`config.mk`:
```
export PLATFORM = sky130hd
export DESIGN_NAME = uart_tx_controller
export DESIGN_NICKNAME = d
export VERILOG_FILES = /design/src/rtl/uart_tx_controller.sv
export SDC_FILE = /design/constraint.sdc
export NUM_CORES = 1
export LEC_CHECK = 0
export ABC_CLOCK_PERIOD_IN_PS = 2100
export BUFFER_PORTS_ARGS = -buffer_cell sky130_fd_sc_hd__buf_2
export CORE_MARGIN = 2
export CORE_UTILIZATION = 30
export CTS_CLUSTER_DIAMETER = 30
export DETAILED_ROUTE_END_ITERATION = 10
export GPL_ROUTABILITY_DRIVEN = 0
export SLEW_MARGIN = 20
export SYNTH_ARGS = -nofsm -noshare
export SYNTH_HDL_FRONTEND = slang
export SYNTH_SLANG_ARGS = --single-unit
```
`constraint.sdc`:
```
create_clock -name clk -period 2.1 [get_ports clk]
set_input_delay 0.21 -clock clk [delete_from_list [all_inputs] [get_ports clk]]
set_output_delay 0.21 -clock clk [all_outputs]
set_load 0.01 [all_outputs]
```
`src/rtl/uart_tx_controller.sv`:
```
// UART transmitter: start, 8 data bits LSB first, even parity, stop.
// Each bit lasts OVERSAMPLE sample_ENABLE ticks. All outputs are driven from registers.
module uart_tx_controller #(
  parameter int unsigned OVERSAMPLE = 16
) (
  input  logic       clk,
  input  logic       reset,
  input  logic       sample_ENABLE,
  input  logic       Tx_EN,
  input  logic       Tx_WR,
  input  logic [7:0] Tx_DATA,
  output logic       TxD,
  output logic       Tx_BUSY,
  output logic       Tx_DROP
);

  localparam int unsigned CW = $clog2(OVERSAMPLE);
  localparam logic [CW-1:0] CNT_LAST = CW'(OVERSAMPLE - 1);

  typedef enum logic [2:0] {
    IDLE,
    SYNC,
    START,
    DATA,
    PARITY,
    STOP
  } state_t;

  state_t        state;
  logic [CW-1:0] tick_cnt;
  logic [2:0]    bit_idx;
  logic [7:0]    shreg;
  logic          parity;
  logic          accept;
  logic          bit_end;

  always_comb begin
    accept  = Tx_WR && Tx_EN && (state == IDLE);
    bit_end = sample_ENABLE && (tick_cnt == CNT_LAST);
  end

  always_ff @(posedge clk or negedge reset) begin
    if (!reset) begin
      state    <= IDLE;
      tick_cnt <= '0;
      bit_idx  <= '0;
      shreg    <= '0;
      parity   <= 1'b0;
      TxD      <= 1'b1;
      Tx_BUSY  <= 1'b0;
      Tx_DROP  <= 1'b0;
    end else begin
      Tx_DROP <= Tx_WR && !accept;
      // The tick counter runs only inside the frame; wrap is implicit at the power-of-two width.
      if (sample_ENABLE && (state != IDLE) && (state != SYNC)) begin
        tick_cnt <= tick_cnt + CW'(1);
      end
      case (state)
        IDLE: begin
          if (accept) begin
            shreg   <= Tx_DATA;
            parity  <= ^Tx_DATA;
            Tx_BUSY <= 1'b1;
            state   <= SYNC;
          end
        end
        SYNC: begin
          if (sample_ENABLE) begin
            state    <= START;
            TxD      <= 1'b0;
            tick_cnt <= '0;
          end
        end
        START: begin
          if (bit_end) begin
            TxD     <= shreg[0];
            shreg   <= shreg >> 1;
            bit_idx <= '0;
            state   <= DATA;
          end
        end
        DATA: begin
          if (bit_end) begin
            if (bit_idx == 3'd7) begin
              TxD     <= parity;
              bit_idx <= '0;
              state   <= PARITY;
            end else begin
              TxD     <= shreg[0];
              shreg   <= shreg >> 1;
              bit_idx <= bit_idx + 3'd1;
            end
          end
        end
        PARITY: begin
          if (bit_end) begin
            TxD   <= 1'b1;
            state <= STOP;
          end
        end
        STOP: begin
          if (bit_end) begin
            Tx_BUSY <= 1'b0;
            state   <= IDLE;
          end
        end
        default: begin
          TxD     <= 1'b1;
          Tx_BUSY <= 1'b0;
          state   <= IDLE;
        end
      endcase
    end
  end

endmodule

```
* Word-level counts from Yosys, hierarchy flattened
Cells that the tools add are included.
** Storage, ports and cells
- Output and inout port bits :: 3
- Register bits after elaboration :: 22
- Logic and storage cells :: 76
- Input port bits :: 13
** Cells by class
- Multiplexer cells :: 28
- Reduce and logical (&&, ||, !) cells :: 20
- Eq/ne operators :: 16
- Add/subtract/negate cells :: 2
- Bitwise gates (word level) :: 2
** Operators by type and width (number)
- 8-bit two-way mux :: 4
- 3-bit two-way mux :: 9
- 8-bit case mux with 3 select lines :: 1
- 3-bit case mux with 6 select lines :: 1
- 2-bit inequality test (second input constant) :: 8
- 4-bit two-way mux :: 3
- 5-bit AND reduction :: 2
- 3-bit equality test (second input constant) :: 3
- 8-bit XOR reduction :: 1
- 1-bit two-way mux :: 7
- 7-bit AND reduction :: 1
- 3-bit by 2-bit equality test with 1-bit output (second input constant) :: 2
- 1-bit logical AND :: 6
- 3-bit case mux with 2 select lines :: 1
- 3-bit AND reduction :: 2
- 3-bit nonzero test :: 2
- 1-bit case mux with 5 select lines :: 1
- 4-bit by 1-bit adder with 4-bit output (second input constant) :: 1
- 4-bit equality test (second input constant) :: 1
- 4-bit OR reduction :: 1
- 3-bit by 1-bit adder with 3-bit output (second input constant) :: 1
- 3-bit by 1-bit equality test with 1-bit output (second input constant) :: 1
- 3-bit zero test :: 1
- 3-bit by 1-bit inequality test with 1-bit output (second input constant) :: 1
- other kinds (6) :: 7

* Longest topological paths before layout
- Word-level depth :: 6
- Depth in mapped cells :: 6
- Gate-level depth less buffers :: 6

* Least setup slack after synthesis
No wires, ideal clock.
- Path type :: flip-flop to flip-flop
- From :: register bit_idx[0]
- To :: register shreg[0]
- Cell stages (with the launch flop) :: 7
- Path slack :: 491 ps
- Path buffers :: 0
- Required time :: 1975 ps
- Period minus slack after synthesis :: 1609 ps
- Arrival time :: 1485 ps
- Library setup time :: 125 ps
- Cell sequence :: dfrtp_1 -> ha_1 -> ha_1 -> nand2_1 -> a31oi_4 -> nor2_8 -> mux2_2
** On the way
- Word-level cells in the longest chain between the ends :: 3
** Ends and longest elaborated chain
- from (decl) :: RTL line 31 : logic [2:0] bit_idx;
- from (signal assigned) :: RTL line 91 : bit_idx <= bit_idx + 3'd1;
- 3-bit equality test :: RTL line 84 : if (bit_idx == 3'd7) begin
- 2-bit inequality test (no line)
- 5-bit AND reduction (no line)
- to (signal assigned) :: RTL line 61 : shreg <= Tx_DATA;
- to (signal assigned) :: RTL line 77 : shreg <= shreg >> 1;
- to (signal assigned) :: RTL line 90 : shreg <= shreg >> 1;
- to (decl) :: RTL line 32 : logic [7:0] shreg;
Every way passes these cells.
A chain may end at the register's enable or synchronous reset.

* Worst setup path in the final report
- From :: register tick_cnt[0]
- To :: register shreg[0]
** On the way
- Word-level cells in the longest chain between the ends :: 4
- Elaborated cells on any way between the ends :: 5
- Those cells by class :: 3 x eq/ne; 2 x reduce/logical
** Ends and longest elaborated chain
- from (decl) :: RTL line 30 : logic [CW-1:0] tick_cnt;
- from (signal assigned) :: RTL line 56 : tick_cnt <= tick_cnt + CW'(1);
- 4-bit equality test * :: RTL line 39 : bit_end = sample_ENABLE && (tick_cnt == CNT_LAST);
- 1-bit logical AND * :: RTL line 39
- 2-bit inequality test (no line)
- 5-bit AND reduction (no line) *
Mark *: on every way between the ends. The rest lies on a longest branch, timed or not.

==> reports/metrics.yaml <==
regArea_um2: 552
swShare_pct: 33.8
synth_seq_cells: 22
coreArea_um2: 4030
grt_pass1_wl_um: 4170
combPwrFrac_pct: 38.0
synth_common_cells: "dfrtp_1, mux2_2, nand2_1"
max_freq_ghz: 0.554
cap_violations: 0
grt_pass1_vias: 943
drtPass1Iterations: 4
cp_data_required_time_ps: 2250
syn_nets: 134
drt.antenna.violating_nets: 0
syn_area_um2: 1270
yosys.area.top_type: "dfrtp_1"
slowest_stage: "dfrtp_1"
grt_remaining_overflow: 0
async_reset_ff_share_pct: 100
p_int_mw: 1.11
drt-initial-drc-count: 41
synthAdderAreaFrac_pct: 3.95
setup_violations: 0
hpwl_um: 1820
path_clk_slew_ps: 80
die_area_um2: 4760
synth_top_family_by_area: "compound AO/OA/AOI/OAI gates"
io_pins: 16
area_growth_pct: 14.8
worstPathMaxFanout: 7
post_drt_via_cell_ratio: 5.08
start_util_pct: 31.4
path_class: "flop to flop"
crit_chain: "ha_1, and4_1, a31oi_4, nor2_8, mux2_2"
placementRows: 23
status: "complete, no violations"
worstSkewPairLatency_ps: 260
num_vias: 929
antenna_found_initial: 0
final-hold-violation-count: 0
multi_input_area_um2: 684
synth_flop_cell: "dfrtp_1"
holdWs_ps: 195
cts_buffer_depth: 2
syn_area_per_cell_um2: 10.8
n_fill_cell: 414
cts.repair.resized: 0
diodes: 0
drt-total-wl_um: 2410
pwr-share-seq_pct: 44.0
routedWlPerCell_um: 13.2
synth-edff-count: 0
yosysUniqueCellTypes: 38
synth_xor_area_share_pct: 4.84
root_buffer: "clkbuf_8"
synth_mux_area_share_pct: 14.1
hold_class: "input pin to flop"
final-max-slew-violation-count: 0
peakVddDrop_mv: 0.452
end_kind: "flop"
netlist_instances: 117
setup_ws_ps: 295
clock_skew_ps: 7.58
yosysWarningCount: 0
cts_hold_buffers: 1
synth_compound_area_share_pct: 15.7
cp_slowest_stage_delay_ps: 400
clock_sinks: 22
preCtsSetupSlack_ps: 315
leakage_nw: 0.630
drive_above_1_share_pct: 30.8
power.switching_mw: 0.566
io_buffers: 15
cts_buffers: 3
cp.arrival_ps: 1950
fin_tns_setup_ps: 0
fin_crit_ps: 1810
power.share.clock_pct: 18.1
grt_setup_unrepaired: "no"
final_nets: 151
yosys.area_share.simple_pct: 15.4
fin_crit_sh_pct: 86.0
startpoint_type: "flop"
synth_area_leaders: "dfrtp_1, mux2_2, xnor2_1, nand2_1, ha_1"
die_h_um: 69.0
grt_usage_pct: 11.8
htree_num_levels: 1
slew-limit-headroom_pct: 66.7
max_slew.worst_pin.slew_ps: 499
grt_max_degree: 23
synth_top_area_share_pct: 41.5
cts_setup_buffers: 0
synth.most_common_cell: "dfrtp_1"
route.detailed.drc: 0
die_w_um: 69.0
ys_seq_area_share_pct: 43.6
cts_tree: "yes"
powerDensity_nw_per_um2: 1150
-- final cells by class --
type	instances	area share, %
Clock buffer	4	3.79
Multi-Input combinational cell	89	47.1
Sequential cell	22	38.0
Tap cell	50	4.30
Timing Repair Buffer	18	6.88
-- final timing paths --
path                        startpoint  depth (start not counted)  slack [ps]                          to
max in group asynchronous        reset                          2        1300                         TxD
min                              Tx_EN                          2         190                      parity
max reg2reg                tick_cnt[0]                          5         290                    shreg[0]
min reg2reg                 bit_idx[1]                          2         500                  bit_idx[1]
min in group asynchronous        reset                          2         440  asynchronous set/reset pin
max                        tick_cnt[0]                          5         290                    shreg[0]
-- power groups by stage --
stage | registers, mW | clock network [mW] | logic, mW
global placement | 0.735 | 0 | 0.614
floorplan | 0.701 | 0 | 0.528
finish | 0.737 | 0.303 | 0.636
CTS | 0.737 | 0.315 | 0.646
detailed placement | 0.746 | 0 | 0.642
global route | 0.759 | 0.331 | 0.715
-- routing by layer --
metal | global-route usage (%) | routed length, µm | vias up
met5 | 0 | 0 | -
met4 | 3.19 | 23 | 0
met3 | 4.06 | 111 | 4
met2 | 19.8 | 1190 | 15
met1 | 14.2 | 1090 | 454
li1 | - | - | 456
-- critical path: cells and delay by family, from the launching register on --
family                   cells  cell delay [ps]
AND/OR/NAND/NOR              2              550
flip-flops                   1              400
AO/OA/AOI/OAI                1              180
multiplexers                 1              350
adder cells (fa/ha/maj)      1              200
-- layout by cell type, fill, tap and decap left out, types with 2 or more instances in the layout --
cell type	Yosys	final
a21oi_1	7	7
o21ai_0	8	8
xnor2_1	7	7
nor2_1	4	4
nand3b_1	2	2
a21boi_0	2	2
buf_4	1	2
clkbuf_8	0	4
nand2b_1	2	2
mux2_2	15	15
ha_1	4	4
dfrtp_1	21	21
nand3_1	2	2
nand2_1	14	14
buf_2	3	15
-- sequential cells by signal (all words and copies together), names as in the netlist, named ones only --
signal and cells:
shreg 8, bit_idx 3, state 3, tick_cnt 2
TxD 1, Tx_BUSY 1, Tx_DROP 1, parity 1
-- through the flow --
step	instance area [µm²]	cells	util (%)	total power, mW
after floorplan	1270	117	-	1.23
after detailed placement	1390	178	34.5	1.39
after global routing	1450	183	36.1	1.80
after CTS	1450	183	36.1	1.70
after global placement	1390	178	34.5	1.35
final	1450	183	36.1	1.68
-- kinds of logic after synthesis --
group / Yosys count
buffers and inverters: 6
AO/OA/AOI/OAI: 29
multiplexers: 16
adder cells (fa/ha/maj): 4
XOR/XNOR: 7
AND/OR/NAND/NOR: 33
flip-flops: 22
No activity file was read; power rests on OpenSTA's default activity.
